**src/rtl/iicmb_pkg.sv**
```systemverilog
`default_nettype none
// ============================================================================
// Module   : iicmb_pkg
// Brief    : Register map, command opcodes, CMDR flags and transfer status
//            codes shared by the iicmb_m_wb Wishbone sequencer.
// Revision : 1.0 - initial release
// ============================================================================
package iicmb_pkg;

  typedef enum logic [1:0] {
    REG_CSR  = 2'd0,
    REG_DPR  = 2'd1,
    REG_CMDR = 2'd2
  } reg_addr_t;

  localparam logic [7:0] c_cmd_write    = 8'h01;
  localparam logic [7:0] c_cmd_read_ack = 8'h02;
  localparam logic [7:0] c_cmd_read_nak = 8'h03;
  localparam logic [7:0] c_cmd_start    = 8'h04;
  localparam logic [7:0] c_cmd_stop     = 8'h05;
  localparam logic [7:0] c_cmd_set_bus  = 8'h06;

  localparam int c_cmdr_don = 7;
  localparam int c_cmdr_nak = 6;
  localparam int c_cmdr_al  = 5;
  localparam int c_cmdr_err = 4;

  localparam logic [7:0] c_csr_enable = 8'hC0;

  typedef enum logic [2:0] {
    ST_OK       = 3'd0,
    ST_NACK     = 3'd1,
    ST_ARB_LOST = 3'd2,
    ST_ERR      = 3'd3,
    ST_TIMEOUT  = 3'd4,
    ST_BAD_BUS  = 3'd5
  } status_t;

endpackage
`default_nettype wire

```
**src/rtl/wb_master_port.sv**
```systemverilog
`default_nettype none
// ============================================================================
// Module   : wb_master_port
// Brief    : Single-access Wishbone master; one transfer in flight, strobes
//            dropped the cycle after ack, done pulses once per access.
// Revision : 1.0 - initial release
// ============================================================================
module wb_master_port (
  input  logic       clk_i,
  input  logic       rst_i,
  input  logic       start,
  input  logic       we,
  input  logic [1:0] adr,
  input  logic [7:0] wdata,
  output logic       busy,
  output logic       done,
  output logic [7:0] rdata,
  output logic       cyc_o,
  output logic       stb_o,
  output logic       we_o,
  output logic [1:0] adr_o,
  output logic [7:0] dat_o,
  input  logic [7:0] dat_i,
  input  logic       ack_i
);

  logic       r_cyc;
  logic       r_we;
  logic [1:0] r_adr;
  logic [7:0] r_dat;
  logic       r_done;
  logic [7:0] r_rdata;

  always_ff @(posedge clk_i or negedge rst_i) begin
    if (!rst_i) begin
      r_cyc   <= 1'b0;
      r_we    <= 1'b0;
      r_adr   <= 2'd0;
      r_dat   <= 8'd0;
      r_done  <= 1'b0;
      r_rdata <= 8'd0;
    end else begin
      r_done <= 1'b0;
      if (r_cyc) begin
        if (ack_i) begin
          r_cyc  <= 1'b0;
          r_we   <= 1'b0;
          r_adr  <= 2'd0;
          r_dat  <= 8'd0;
          r_done <= 1'b1;
          if (!r_we) r_rdata <= dat_i;
        end
      end else if (start && !r_done) begin
        // The r_done guard keeps at least one idle cycle between strobes.
        r_cyc <= 1'b1;
        r_we  <= we;
        r_adr <= adr;
        r_dat <= wdata;
      end
    end
  end

  assign busy  = r_cyc;
  assign done  = r_done;
  assign rdata = r_rdata;
  assign cyc_o = r_cyc;
  assign stb_o = r_cyc;
  assign we_o  = r_we;
  assign adr_o = r_adr;
  assign dat_o = r_dat;

endmodule
`default_nettype wire

```
**src/rtl/iicmb_wb_sequencer.sv**
```systemverilog
`default_nettype none
// ============================================================================
// Module   : iicmb_wb_sequencer
// Brief    : Wishbone master sequencing iicmb_m_wb register accesses for one
//            I2C transfer request at a time, with byte streams and status.
// Revision : 1.0 - initial release
// ============================================================================
module iicmb_wb_sequencer
  import iicmb_pkg::*;
#(
  parameter int NUM_I2C_BUSSES = 16,
  parameter int IRQ_TIMEOUT    = 2**20
) (
  input  logic       clk_i,
  input  logic       rst_i,
  input  logic       req_valid,
  output logic       req_ready,
  input  logic [3:0] req_bus,
  input  logic [6:0] req_addr,
  input  logic       req_rnw,
  input  logic [7:0] req_len,
  input  logic       wdata_valid,
  output logic       wdata_ready,
  input  logic [7:0] wdata,
  output logic       rdata_valid,
  input  logic       rdata_ready,
  output logic [7:0] rdata,
  output logic       rdata_last,
  output logic       done,
  output logic [2:0] status,
  output logic       cyc_o,
  output logic       stb_o,
  output logic       we_o,
  output logic [1:0] adr_o,
  output logic [7:0] dat_o,
  input  logic [7:0] dat_i,
  input  logic       ack_i,
  input  logic       irq_i
);

  localparam int                 c_tmo_w    = $clog2(IRQ_TIMEOUT + 1);
  localparam logic [c_tmo_w-1:0] c_tmo_load = c_tmo_w'(IRQ_TIMEOUT);
  localparam logic [c_tmo_w-1:0] c_tmo_one  = c_tmo_w'(1);
  localparam logic [31:0]        c_num_bus  = NUM_I2C_BUSSES;

  typedef enum logic [4:0] {
    S_IDLE, S_ENABLE, S_SEL_DPR, S_SEL_CMD, S_START, S_ADDR_DPR, S_ADDR_CMD,
    S_WR_WAIT, S_WR_DPR, S_WR_CMD, S_RD_CMD, S_RD_DPR, S_RD_HOLD, S_STOP,
    S_IRQ_WAIT, S_CMD_CHK, S_DONE
  } state_t;

  state_t             r_state, w_state_nxt;
  state_t             r_ret, w_ret_nxt;
  status_t            r_result, w_result_nxt;
  logic [2:0]         r_status;
  logic               r_sent;
  logic [3:0]         r_bus;
  logic [6:0]         r_addr;
  logic               r_rnw;
  logic [7:0]         r_cnt;
  logic [7:0]         r_wbyte;
  logic [3:0]         r_cur_bus;
  logic               r_cur_valid;
  logic               r_enabled;
  logic [c_tmo_w-1:0] r_tmo;
  logic [7:0]         r_rdata;
  logic               r_rdata_valid;
  logic               r_rdata_last;

  logic       w_access;
  logic       w_wb_start;
  logic       w_wb_we;
  logic [1:0] w_wb_adr;
  logic [7:0] w_wb_wdata;
  logic       w_wb_busy;
  logic       w_wb_done;
  logic [7:0] w_wb_rdata;
  logic       w_bad_bus;
  logic       w_timeout;
  logic       w_wdata_take;
  logic       w_rdata_take;
  logic       w_abort;

  assign w_bad_bus    = ({28'd0, req_bus} >= c_num_bus);
  assign w_timeout    = (r_state == S_IRQ_WAIT) && !irq_i && (r_tmo <= c_tmo_one);
  assign w_wdata_take = (r_state == S_WR_WAIT) && wdata_valid;
  assign w_rdata_take = (r_state == S_RD_HOLD) && rdata_ready;
  assign w_abort      = w_wb_rdata[c_cmdr_al] || w_wb_rdata[c_cmdr_err];
  assign w_wb_start   = w_access && !r_sent && !w_wb_busy;

  wb_master_port u_wb (
    .clk_i (clk_i),
    .rst_i (rst_i),
    .start (w_wb_start),
    .we    (w_wb_we),
    .adr   (w_wb_adr),
    .wdata (w_wb_wdata),
    .busy  (w_wb_busy),
    .done  (w_wb_done),
    .rdata (w_wb_rdata),
    .cyc_o (cyc_o),
    .stb_o (stb_o),
    .we_o  (we_o),
    .adr_o (adr_o),
    .dat_o (dat_o),
    .dat_i (dat_i),
    .ack_i (ack_i)
  );

  always_ff @(posedge clk_i or negedge rst_i) begin
    if (!rst_i) begin
      r_state  <= S_IDLE;
      r_ret    <= S_IDLE;
      r_result <= ST_OK;
    end else begin
      r_state  <= w_state_nxt;
      r_ret    <= w_ret_nxt;
      r_result <= w_result_nxt;
    end
  end

  // Each access state issues one Wishbone access and advances on its done.
  always_comb begin
    w_state_nxt  = r_state;
    w_ret_nxt    = r_ret;
    w_result_nxt = r_result;
    w_access     = 1'b0;
    w_wb_we      = 1'b1;
    w_wb_adr     = REG_CMDR;
    w_wb_wdata   = 8'h00;
    case (r_state)
      S_IDLE: begin
        if (req_valid) begin
          w_result_nxt = ST_OK;
          if (w_bad_bus) begin
            w_result_nxt = ST_BAD_BUS;
            w_state_nxt  = S_DONE;
          end else if (!r_enabled) begin
            w_state_nxt = S_ENABLE;
          end else if (r_cur_valid && (req_bus == r_cur_bus)) begin
            w_state_nxt = S_START;
          end else begin
            w_state_nxt = S_SEL_DPR;
          end
        end
      end
      S_ENABLE: begin
        w_access   = 1'b1;
        w_wb_adr   = REG_CSR;
        w_wb_wdata = c_csr_enable;
        if (w_wb_done) w_state_nxt = S_SEL_DPR;
      end
      S_SEL_DPR: begin
        w_access   = 1'b1;
        w_wb_adr   = REG_DPR;
        w_wb_wdata = {4'd0, r_bus};
        if (w_wb_done) w_state_nxt = S_SEL_CMD;
      end
      S_SEL_CMD: begin
        w_access   = 1'b1;
        w_wb_wdata = c_cmd_set_bus;
        if (w_wb_done) begin
          w_state_nxt = S_IRQ_WAIT;
          w_ret_nxt   = S_START;
        end
      end
      S_START: begin
        w_access   = 1'b1;
        w_wb_wdata = c_cmd_start;
        if (w_wb_done) begin
          w_state_nxt = S_IRQ_WAIT;
          w_ret_nxt   = S_ADDR_DPR;
        end
      end
      S_ADDR_DPR: begin
        w_access   = 1'b1;
        w_wb_adr   = REG_DPR;
        w_wb_wdata = {r_addr, r_rnw};
        if (w_wb_done) w_state_nxt = S_ADDR_CMD;
      end
      S_ADDR_CMD: begin
        w_access   = 1'b1;
        w_wb_wdata = c_cmd_write;
        if (w_wb_done) begin
          w_state_nxt = S_IRQ_WAIT;
          if (r_cnt == 8'd0)  w_ret_nxt = S_STOP;
          else if (r_rnw)     w_ret_nxt = S_RD_CMD;
          else                w_ret_nxt = S_WR_WAIT;
        end
      end
      S_WR_WAIT: begin
        if (wdata_valid) w_state_nxt = S_WR_DPR;
      end
      S_WR_DPR: begin
        w_access   = 1'b1;
        w_wb_adr   = REG_DPR;
        w_wb_wdata = r_wbyte;
        if (w_wb_done) w_state_nxt = S_WR_CMD;
      end
      S_WR_CMD: begin
        w_access   = 1'b1;
        w_wb_wdata = c_cmd_write;
        if (w_wb_done) begin
          w_state_nxt = S_IRQ_WAIT;
          w_ret_nxt   = (r_cnt == 8'd1) ? S_STOP : S_WR_WAIT;
        end
      end
      S_RD_CMD: begin
        w_access   = 1'b1;
        w_wb_wdata = (r_cnt == 8'd1) ? c_cmd_read_nak : c_cmd_read_ack;
        if (w_wb_done) begin
          w_state_nxt = S_IRQ_WAIT;
          w_ret_nxt   = S_RD_DPR;
        end
      end
      S_RD_DPR: begin
        w_access = 1'b1;
        w_wb_we  = 1'b0;
        w_wb_adr = REG_DPR;
        if (w_wb_done) w_state_nxt = S_RD_HOLD;
      end
      S_RD_HOLD: begin
        if (rdata_ready) w_state_nxt = (r_cnt == 8'd1) ? S_STOP : S_RD_CMD;
      end
      S_STOP: begin
        w_access   = 1'b1;
        w_wb_wdata = c_cmd_stop;
        if (w_wb_done) begin
          w_state_nxt = S_IRQ_WAIT;
          w_ret_nxt   = S_DONE;
        end
      end
      S_IRQ_WAIT: begin
        if (irq_i) begin
          w_state_nxt = S_CMD_CHK;
        end else if (w_timeout) begin
          w_result_nxt = ST_TIMEOUT;
          w_state_nxt  = S_DONE;
        end
      end
      S_CMD_CHK: begin
        w_access = 1'b1;
        w_wb_we  = 1'b0;
        if (w_wb_done) begin
          // A NAK seen while already stopping keeps the earlier result.
          if (w_wb_rdata[c_cmdr_al]) begin
            w_result_nxt = ST_ARB_LOST;
            w_state_nxt  = S_DONE;
          end else if (w_wb_rdata[c_cmdr_err]) begin
            w_result_nxt = ST_ERR;
            w_state_nxt  = S_DONE;
          end else if (r_ret == S_DONE) begin
            w_state_nxt = S_DONE;
          end else if (w_wb_rdata[c_cmdr_nak]) begin
            w_result_nxt = ST_NACK;
            w_state_nxt  = S_STOP;
          end else if (w_wb_rdata[c_cmdr_don]) begin
            w_state_nxt = r_ret;
          end else begin
            w_result_nxt = ST_ERR;
            w_state_nxt  = S_DONE;
          end
        end
      end
      S_DONE: begin
        w_state_nxt = S_IDLE;
      end
      default: begin
        w_state_nxt = S_IDLE;
      end
    endcase
  end

  always_ff @(posedge clk_i or negedge rst_i) begin
    if (!rst_i) begin
      r_status      <= 3'd0;
      r_sent        <= 1'b0;
      r_bus         <= 4'd0;
      r_addr        <= 7'd0;
      r_rnw         <= 1'b0;
      r_cnt         <= 8'd0;
      r_wbyte       <= 8'd0;
      r_cur_bus     <= 4'd0;
      r_cur_valid   <= 1'b0;
      r_enabled     <= 1'b0;
      r_tmo         <= '0;
      r_rdata       <= 8'd0;
      r_rdata_valid <= 1'b0;
      r_rdata_last  <= 1'b0;
    end else begin
      if (w_wb_done)       r_sent <= 1'b0;
      else if (w_wb_start) r_sent <= 1'b1;

      if (r_state == S_IDLE && req_valid) begin
        r_bus  <= req_bus;
        r_addr <= req_addr;
        r_rnw  <= req_rnw;
        r_cnt  <= req_len;
      end

      if (r_state == S_ENABLE && w_wb_done) r_enabled <= 1'b1;
      if (r_state == S_SEL_CMD && w_wb_done) begin
        r_cur_bus   <= r_bus;
        r_cur_valid <= 1'b1;
      end
      if (r_state == S_CMD_CHK && w_wb_done && w_abort) r_cur_valid <= 1'b0;
      // A lost interrupt leaves the controller state unknown: force re-enable.
      if (w_timeout) begin
        r_enabled   <= 1'b0;
        r_cur_valid <= 1'b0;
      end

      if (w_wb_done && w_state_nxt == S_IRQ_WAIT) r_tmo <= c_tmo_load;
      else if (r_state == S_IRQ_WAIT && !irq_i)   r_tmo <= r_tmo - c_tmo_one;

      if (w_wdata_take) r_wbyte <= wdata;
      if ((r_state == S_WR_CMD && w_wb_done) || w_rdata_take) r_cnt <= r_cnt - 8'd1;

      if (r_state == S_RD_DPR && w_wb_done) begin
        r_rdata       <= w_wb_rdata;
        r_rdata_valid <= 1'b1;
        r_rdata_last  <= (r_cnt == 8'd1);
      end else if (w_rdata_take) begin
        r_rdata_valid <= 1'b0;
        r_rdata_last  <= 1'b0;
      end

      if (w_state_nxt == S_DONE && r_state != S_DONE) r_status <= w_result_nxt;
    end
  end

  assign req_ready   = (r_state == S_IDLE);
  assign wdata_ready = w_wdata_take;
  assign rdata_valid = r_rdata_valid;
  assign rdata       = r_rdata;
  assign rdata_last  = r_rdata_last;
  assign done        = (r_state == S_DONE);
  assign status      = r_status;

endmodule
`default_nettype wire
```
**config.mk**
```make
export PLATFORM = sky130hd
export DESIGN_NAME = iicmb_wb_sequencer
export DESIGN_NICKNAME = d
export VERILOG_FILES = /design/src/rtl/iicmb_pkg.sv /design/src/rtl/wb_master_port.sv /design/src/rtl/iicmb_wb_sequencer.sv
export SDC_FILE = /design/constraint.sdc
export NUM_CORES = 1
export LEC_CHECK = 0
export CELL_PAD_IN_SITES_DETAIL_PLACEMENT = 1
export CELL_PAD_IN_SITES_GLOBAL_PLACEMENT = 1
export CORE_ASPECT_RATIO = 0.5
export CORE_MARGIN = 1.5
export CORE_UTILIZATION = 45
export DETAILED_ROUTE_END_ITERATION = 6
export PLACE_DENSITY_LB_ADDON = 0.1
export SLEW_MARGIN = 20
export SYNTH_ARGS = -nofsm -noshare
export SYNTH_HDL_FRONTEND = slang
export SYNTH_HIERARCHICAL = 1
export SYNTH_SLANG_ARGS = --single-unit
```
**constraint.sdc**
```tcl
create_clock -name clk_i -period 5.4 [get_ports clk_i]
set_input_delay 1.08 -clock clk_i [delete_from_list [all_inputs] [get_ports clk_i]]
set_output_delay 1.08 -clock clk_i [all_outputs]
set_load 0.03 [all_outputs]
```
==> key figures, run 1 <==
Final layout
  – Layout cells sized above 1: between 10% and 20%
  – Final nets: 678
  – Inserted Diodes: 0
  – Fillers: roughly 1300
  – Design area: 6720 sq um
  – Area growth from synthesis to layout: 21.3%
  – Area of the multi-input gates: roughly 2800 sq um
  – Register area: ~2600 sq um

Place
  – Buffers added on ports: 71
  – Gpl congestion: roughly 0.84
  – HPWL reported at the end of detailed placement: 10800 um
  – Placed cell area: about 6400 sq um

Setup path
  – Critical Path, Cell by Cell: or3b_2 -> nor2_1 -> clkdlybuf4s50_1
  – CP Depth: 3
  – Worst-path fanout max: 26
  – Crit Path Class: reg2out
  – CP max stage delay: 0.87 ns
  – R2r endpoint: r_tmo[20]
  – Critical Path End Type: output pin
  – Cell family with most CP delay: flip-flops
  – Critical R2R Launch: r_state[1]
  – CP arrival: between 2 and 3 ns
  – CP startpoint kind: register
  – Slowest CP cell: dfrtp_1
  – Worst R2R Setup Slack: 1.76 ns
  – Worst Path Buf+Inv: 1
  – Worst reg-to-reg path cell count: 7
  – Worst EP required: around 4.3 ns

Die
  – Io pins: 72
  – Core ar.: between 10000 and 15000 sq um
  – # rows: 28
  – Die Width: approximately 160 um
  – Initial Utilization: between 40% and 50%
  – Die area: 13000 sq um
  – Die Y-Extent: 81.4 um

Yosys
  – Number of synthesized flops with an enable pin: 0
  – Async SR Flop Fraction: between 90% and 100%
  – Most frequently used flop master after synthesis: dfrtp_1
  – #FFs+latches synth: about 100
  – Netlist Area Pre-Place: between 5000 and 6000 sq um
  – Mapped Avg Cell Area: ~9.7 sq um
  – Syn_nets: 617
  – Synthesis Warnings: 6
  – Synth Instances: 570
  – Post-synthesis sequential area ratio: 46.6%
  – Yosys cell types: 65

Clock tree
  – Skew-Pair Late Insertion Delay: 0.35 ns
  – H-tree depth: 3
  – Reg clk slew, reported paths: about 0.07 ns
  – Clk buf depth: 2
  – CTS tree: built
  – CTS Buf Count: 9
  – Hold-fix buffers at CTS: 0
  – Post-CTS setup buffer count: 0
  – CTS sink count: roughly 100
  – CTS Root Cell: clkbuf_16
  – Resized Gates After CTS: 0

Global route
  – Largest net degree at the start of global routing: about 60
  – Initial antenna violation count: 0
  – First-pass GRT wire length: around 25000 um
  – Vias in the first global route: just under 5000
  – GRT Util Overall: about a quarter
  – GR Overflow Total: 0

Drt
  – Wire per inst: about 19 um
  – Vias: approximately 4600
  – ANT nets after route: 0
  – Vias per Instance: around 5.8
  – Residual DRC count: 0
  – Initial DRT Pass Iterations: 5
  – Starting DRT DRC Count: ~340
  – Routed WL: 15100 um

Pwr
  – Worst VDD drop: ~0.23 mV
  – PwrDens: between 500 and 600 nW/um^2
  – Pwr Total: roughly 3800 uW
  – Static leakage: between 0.002 and 0.003 uW

Flow run
  – Max cap viols: 0

Timing
  – Crit share post-route: ~69%
  – Slew of the pin with the lowest slew margin: between 0.8 and 0.9 ns
  – Final setup fails: 0
  – Final Max Tran Viols: 0
  – Minimum clock period: roughly 3.7 ns
  – Unrepaired setup endpoints after global routing: no
  – Max Freq: about 0.27 GHz
  – Fin. Hold Viols: 0
  – Final TNS setup: 0 ns
  – Max-Slew Margin vs Limit: 40.0%
  – Clk_skew: ~0.0056 ns

Hold path
  – Worst hold-check path type: reg2reg
  – Hold path startpoint: rdata_valid
  – WHS Path Cells: 1
  – Worst Hold Path EP: rdata_valid

Status
  – Outcome: completed
==> power by group <==
part	switching, uW	internal (uW)
sequential	358	1080
combinational	895	704
clock	292	417
==> metal layers <==
layer	share of wire, %	wire, um	up-vias	track usage (%)
met3	4.0	601	15	4.55
met5	0	0	-	0
met1	48	7270	2373	33.5
li1	-	-	2164	-
met2	46	7010	91	41.4
met4	1.3	189	0	6.36
==> per-stage QoR <==
step,std cells,util [%],hold WS [ns],setup slack [ns]
2_1_floorplan,570,-,0.437,2.36
5_1_grt,800,56.4,0.506,1.43
4_1_cts,800,56.3,0.486,1.65
6_report,800,56.4,0.481,1.65
3_5_place_dp,785,53.7,0.471,1.28
3_3_place_gp,785,53.7,0.462,1.46
==> cells by family (layout without fill, tap and decap cells) <==
kind of cell             after synthesis  after routing  share of synthesized area, %
AO/OA/AOI/OAI                        108            108                          13.7
XOR/XNOR                              22             22                          3.48
AND/OR/NAND/NOR                      257            257                          25.5
adder cells (fa/ha/maj)                4              4                         0.904
buffers and inverters                 44            109                          3.28
multiplexers                          32             32                          6.51
flip-flops                           103            103                          46.6
==> placed cells by master, fill, tap and decap left out, drive strengths merged, types with 3 or more instances in the layout <==
master / n
a211o: 4
a21o: 5
a21oi: 21
a221o: 3
a22o: 8
a22oi: 5
a31oi: 3
and2: 5
and3: 3
buf: 9
clkbuf: 10
clkdlybuf4s50: 70
dfrtp: 103
ha: 4
inv: 16
mux2: 32
nand2: 66
nand2b: 22
nand3: 12
nand3b: 17
nand4: 3
nand4bb: 10
nor2: 59
nor2b: 7
nor3: 21
nor4: 7
nor4b: 4
o211ai: 18
o21ai: 17
o22ai: 4
o311ai: 3
o31a: 3
or2: 3
or3: 4
or3b: 3
or4: 5
xnor2: 18
xor2: 4
==> cells in the mapped netlist (all sizes together) (4+ instances only) <==
cell type / count / area, sq um
xnor2: 18 / 158
a211o: 4 / 35.0
a22o: 8 / 70.1
nor4b: 4 / 56.3
clkbuf: 22 / 82.6
o211ai: 18 / 135
nand2b: 22 / 138
inv: 15 / 56.3
nand4bb: 10 / 113
nor3: 21 / 105
xor2: 4 / 35.0
nor2b: 7 / 43.8
and2: 5 / 31.3
buf: 7 / 42.5
nand2: 66 / 248
a21oi: 21 / 105
or4: 5 / 45.0
mux2: 32 / 360
nand3: 12 / 60.1
or3: 4 / 30.0
nor4: 7 / 43.8
nor2: 59 / 221
nand3b: 17 / 140
o22ai: 4 / 25.0
dfrtp: 103 / 2580
a22oi: 5 / 37.5
ha: 4 / 50.1
o21ai: 17 / 88.8
a21o: 5 / 37.5
==> area by class of cell <==
cell class	instances	area share, %
inverters	15	0.838
clock inverters	5	1.21
repair buffers	79	11.4
well taps	165	3.07
flip-flops and latches	103	38.4
clock buffers	10	3.56
multi-input cells	423	41.5
==> flip-flops by register name (all words and copies together), names as in the netlist, 3 cells and up <==
name,cells
r_addr,7
r_bus,4
r_cnt,8
r_cur_bus,4
r_result,3
r_ret,5
r_state,5
r_tmo,21
r_wbyte,8
rdata,8
status,3
u_wb/dat_o,8
u_wb/rdata,8
==> worst max path at each step <==
stage,start,end
2_1_floorplan,r_tmo[10],status[0]
3_3_place_gp,irq_i,r_tmo[20]
3_5_place_dp,irq_i,r_tmo[20]
4_1_cts,r_state[2],wdata_ready
5_1_grt,r_state[1],r_tmo[20]
6_report,r_state[2],wdata_ready
Note: power is estimated with default switching activity, not from simulation.
==> run 2: changes to the inputs <==
Settings changed: CORE_UTILIZATION 45 to 39.
Clock period 5.4 ns to 3.4 ns, I/O delays scaled along.
==> key figures, run 2 (synthesis gave the netlist of run 1 again) <==
Timing
  – PnR worst setup slack: 0.153 ns (-1.50 ns)
  – Crit share post-route: around 95%
  – Final setup fails: 0 (unchanged)
  – Final TNS setup: 0 ns (unchanged)
  – Fin. Hold Viols: 0 (unchanged)
  – Max-Slew Margin vs Limit: 52.0% (+12 points)
  – Minimum clock period: 3.25 ns
  – Slew of the pin with the lowest slew margin: 0.714 ns (-0.179 ns)
  – Max Freq: roughly 0.31 GHz
  – Clk_skew: 0.0103 ns (+0.00474 ns)
  – Unrepaired setup endpoints after global routing: no
  – Final Max Tran Viols: 0 (unchanged)

Drt
  – Routed WL: 15000 um (-0.38%)
  – Starting DRT DRC Count: 243 (-28%)
  – ANT nets after route: 0 (unchanged)
  – Initial DRT Pass Iterations: 4 (-1)
  – Residual DRC count: 0 (unchanged)
  – Vias per Instance: 5.46 (-6.0%)
  – Vias: 4601 (-0.90%)
  – Wire per inst: 17.8 um (-5.5%)

Final layout
  – Most common cell after layout, fill and taps aside: dfrtp_1
  – Layout cells sized above 1: 12.9% (+1.9 points)
  – Fillers: 1562 (+17%)
  – Max reg flops: 21 (unchanged)
  – Final nets: 693 (+2.2%)
  – Inserted Diodes: 0 (unchanged)
  – Area growth from synthesis to layout: 23.5%
  – Most flops, register: r_tmo
  – Most frequent cells in the layout: dfrtp_1, clkdlybuf4s50_1, nand2_1

Setup path
  – Cell family with most CP delay: simple AND/OR/NAND/NOR gates
  – Crit-path most repeated cell: or4_4
  – Slowest CP cell: or4_4
  – Critical Path End Type: register
  – Worst Path Buf+Inv: 0 (-1)
  – CP max stage delay: 0.59 ns (-0.28 ns)
  – CP arrival: 3.48 ns (+0.81 ns)
  – Worst EP required: 3.63 ns (-0.69 ns)
  – Worst-path fanout max: 4 (-85%)
  – Crit Path Class: reg2reg
  – Critical Path, Cell by Cell: or4_4 -> or4_4 -> or3_4 -> o21ai_2 -> o2111ai_2 -> nor4b_4 -> mux2_2
  – CP startpoint kind: register

Place
  – Buffers added on ports: 71 (unchanged)
  – Gpl congestion: 0.925 (+11%)
  – HPWL reported at the end of detailed placement: 10900 um (+0.69%)
  – Setup slack at placement: 0.188 ns (-1.09 ns)

Clock tree
  – Resized Gates After CTS: 0 (unchanged)
  – CTS sink count: 103 (unchanged)
  – CTS tree: built
  – Hold-fix buffers at CTS: 0 (unchanged)
  – Skew-Pair Late Insertion Delay: 0.35 ns (about the same)
  – CTS Buf Count: 9 (unchanged)
  – H-tree depth: 3 (unchanged)
  – Clk buf depth: 2 (unchanged)
  – Reg clk slew, reported paths: 0.07 ns (about the same)
  – Post-CTS setup buffer count: 0 (unchanged)
  – CTS Root Cell: clkbuf_16

Global route
  – Initial antenna violation count: 0 (unchanged)
  – GR Overflow Total: 0 (unchanged)
  – Largest net degree at the start of global routing: 104 (+76%)
  – First-pass GRT wire length: 25300 um (+1.5%)
  – GRT Util Overall: 21.9% (-2.7 points)
  – Vias in the first global route: 4837 (+0.083%)

Die
  – # rows: 30 (+7.1%)
  – Io pins: 72 (unchanged)
  – Die area: 15000 sq um (+15%)
  – Die Y-Extent: 87.2 um (+7.1%)
  – Core ar.: 13700 sq um (+15%)
  – Initial Utilization: 40.4% (-6.1 points)
  – Die Width: 171 um (+7.3%)

Pwr
  – Static leakage: 0.00293 uW (+2.0%)
  – Sw Pwr: 2440 uW (+58%)
  – Clock power share: 16.7% (-2.2 points)
  – PwrDens: 863 nW/um^2 (+54%)
  – Worst VDD drop: 0.319 mV (+41%)
  – Sw frac: 41.4% (+0.24 points)
  – Pwr Total: 5900 uW (+57%)
  – Comb pwr share: 46.1% (+3.5 points)
  – Sequential Power Share: 37.2% (-1.2 points)
  – P_int: 3450 uW (+57%)

Status
  – Outcome: completed

Hold path
  – Worst hold-check path type: in2async

Flow run
  – Max cap viols: 0 (unchanged)
run 2: final timing paths:
| path | startpoint | endpoint | slack (ns) | depth (start not counted) |
|---|---|---|---|---|
| max | r_tmo[10] | status[0] | 0.15 | 7 |
| min | rst_i | u_wb/dat_o[4] | 0.38 | 2 |
| max reg2reg | r_tmo[10] | status[0] | 0.15 | 7 |
| min reg2reg | rdata_valid | rdata_valid | 0.48 | 1 |
| max in group asynchronous | rst_i | r_state[0] | 2.57 | 2 |
| min in group clk_i | rdata_valid | rdata_valid | 0.48 | 1 |
run 2: area by class of cell:
type                    count  area (sq um)  share of cell area [%]
multi-input cells         423          2780                    40.7
repair buffers             94           903                    13.2
well taps                 192           240                    3.51
clock buffers              12           246                    3.61
inverters                  15          56.3                   0.824
flip-flops and latches    103          2580                    37.7
clock inverters             4          31.3                   0.458
run 2: power groups by stage:
stage / Combinational, uW / Sequential, uW / Clock [uW]
after floorplan: 1730 / 2240 / 0
after global placement: 2650 / 2180 / 0
after detailed placement: 2710 / 2210 / 0
after CTS: 2730 / 2190 / 1020
after global routing: 3010 / 2270 / 1060
final: 2720 / 2190 / 986
run 2: through the flow:
stage / hold WS, ns / instances / util, % / instance area (sq um)
after CTS: 0.422 / 843 / 49.9 / 6830
after global placement: 0.460 / 827 / 47.8 / 6550
final: 0.382 / 843 / 49.9 / 6840
after floorplan: 0.384 / 570 / - / 5540
after global routing: 0.430 / 843 / 49.9 / 6840
after detailed placement: 0.467 / 827 / 47.8 / 6550
run 2: per-layer routing:
metal / up-vias / routed length (um) / track usage [%]
li1: 2200 / - / -
met1: 2309 / 7600 / 31.8
met2: 78 / 6640 / 33.8
met3: 14 / 609 / 4.18
met4: 0 / 165 / 5.34
met5: - / 0 / 0
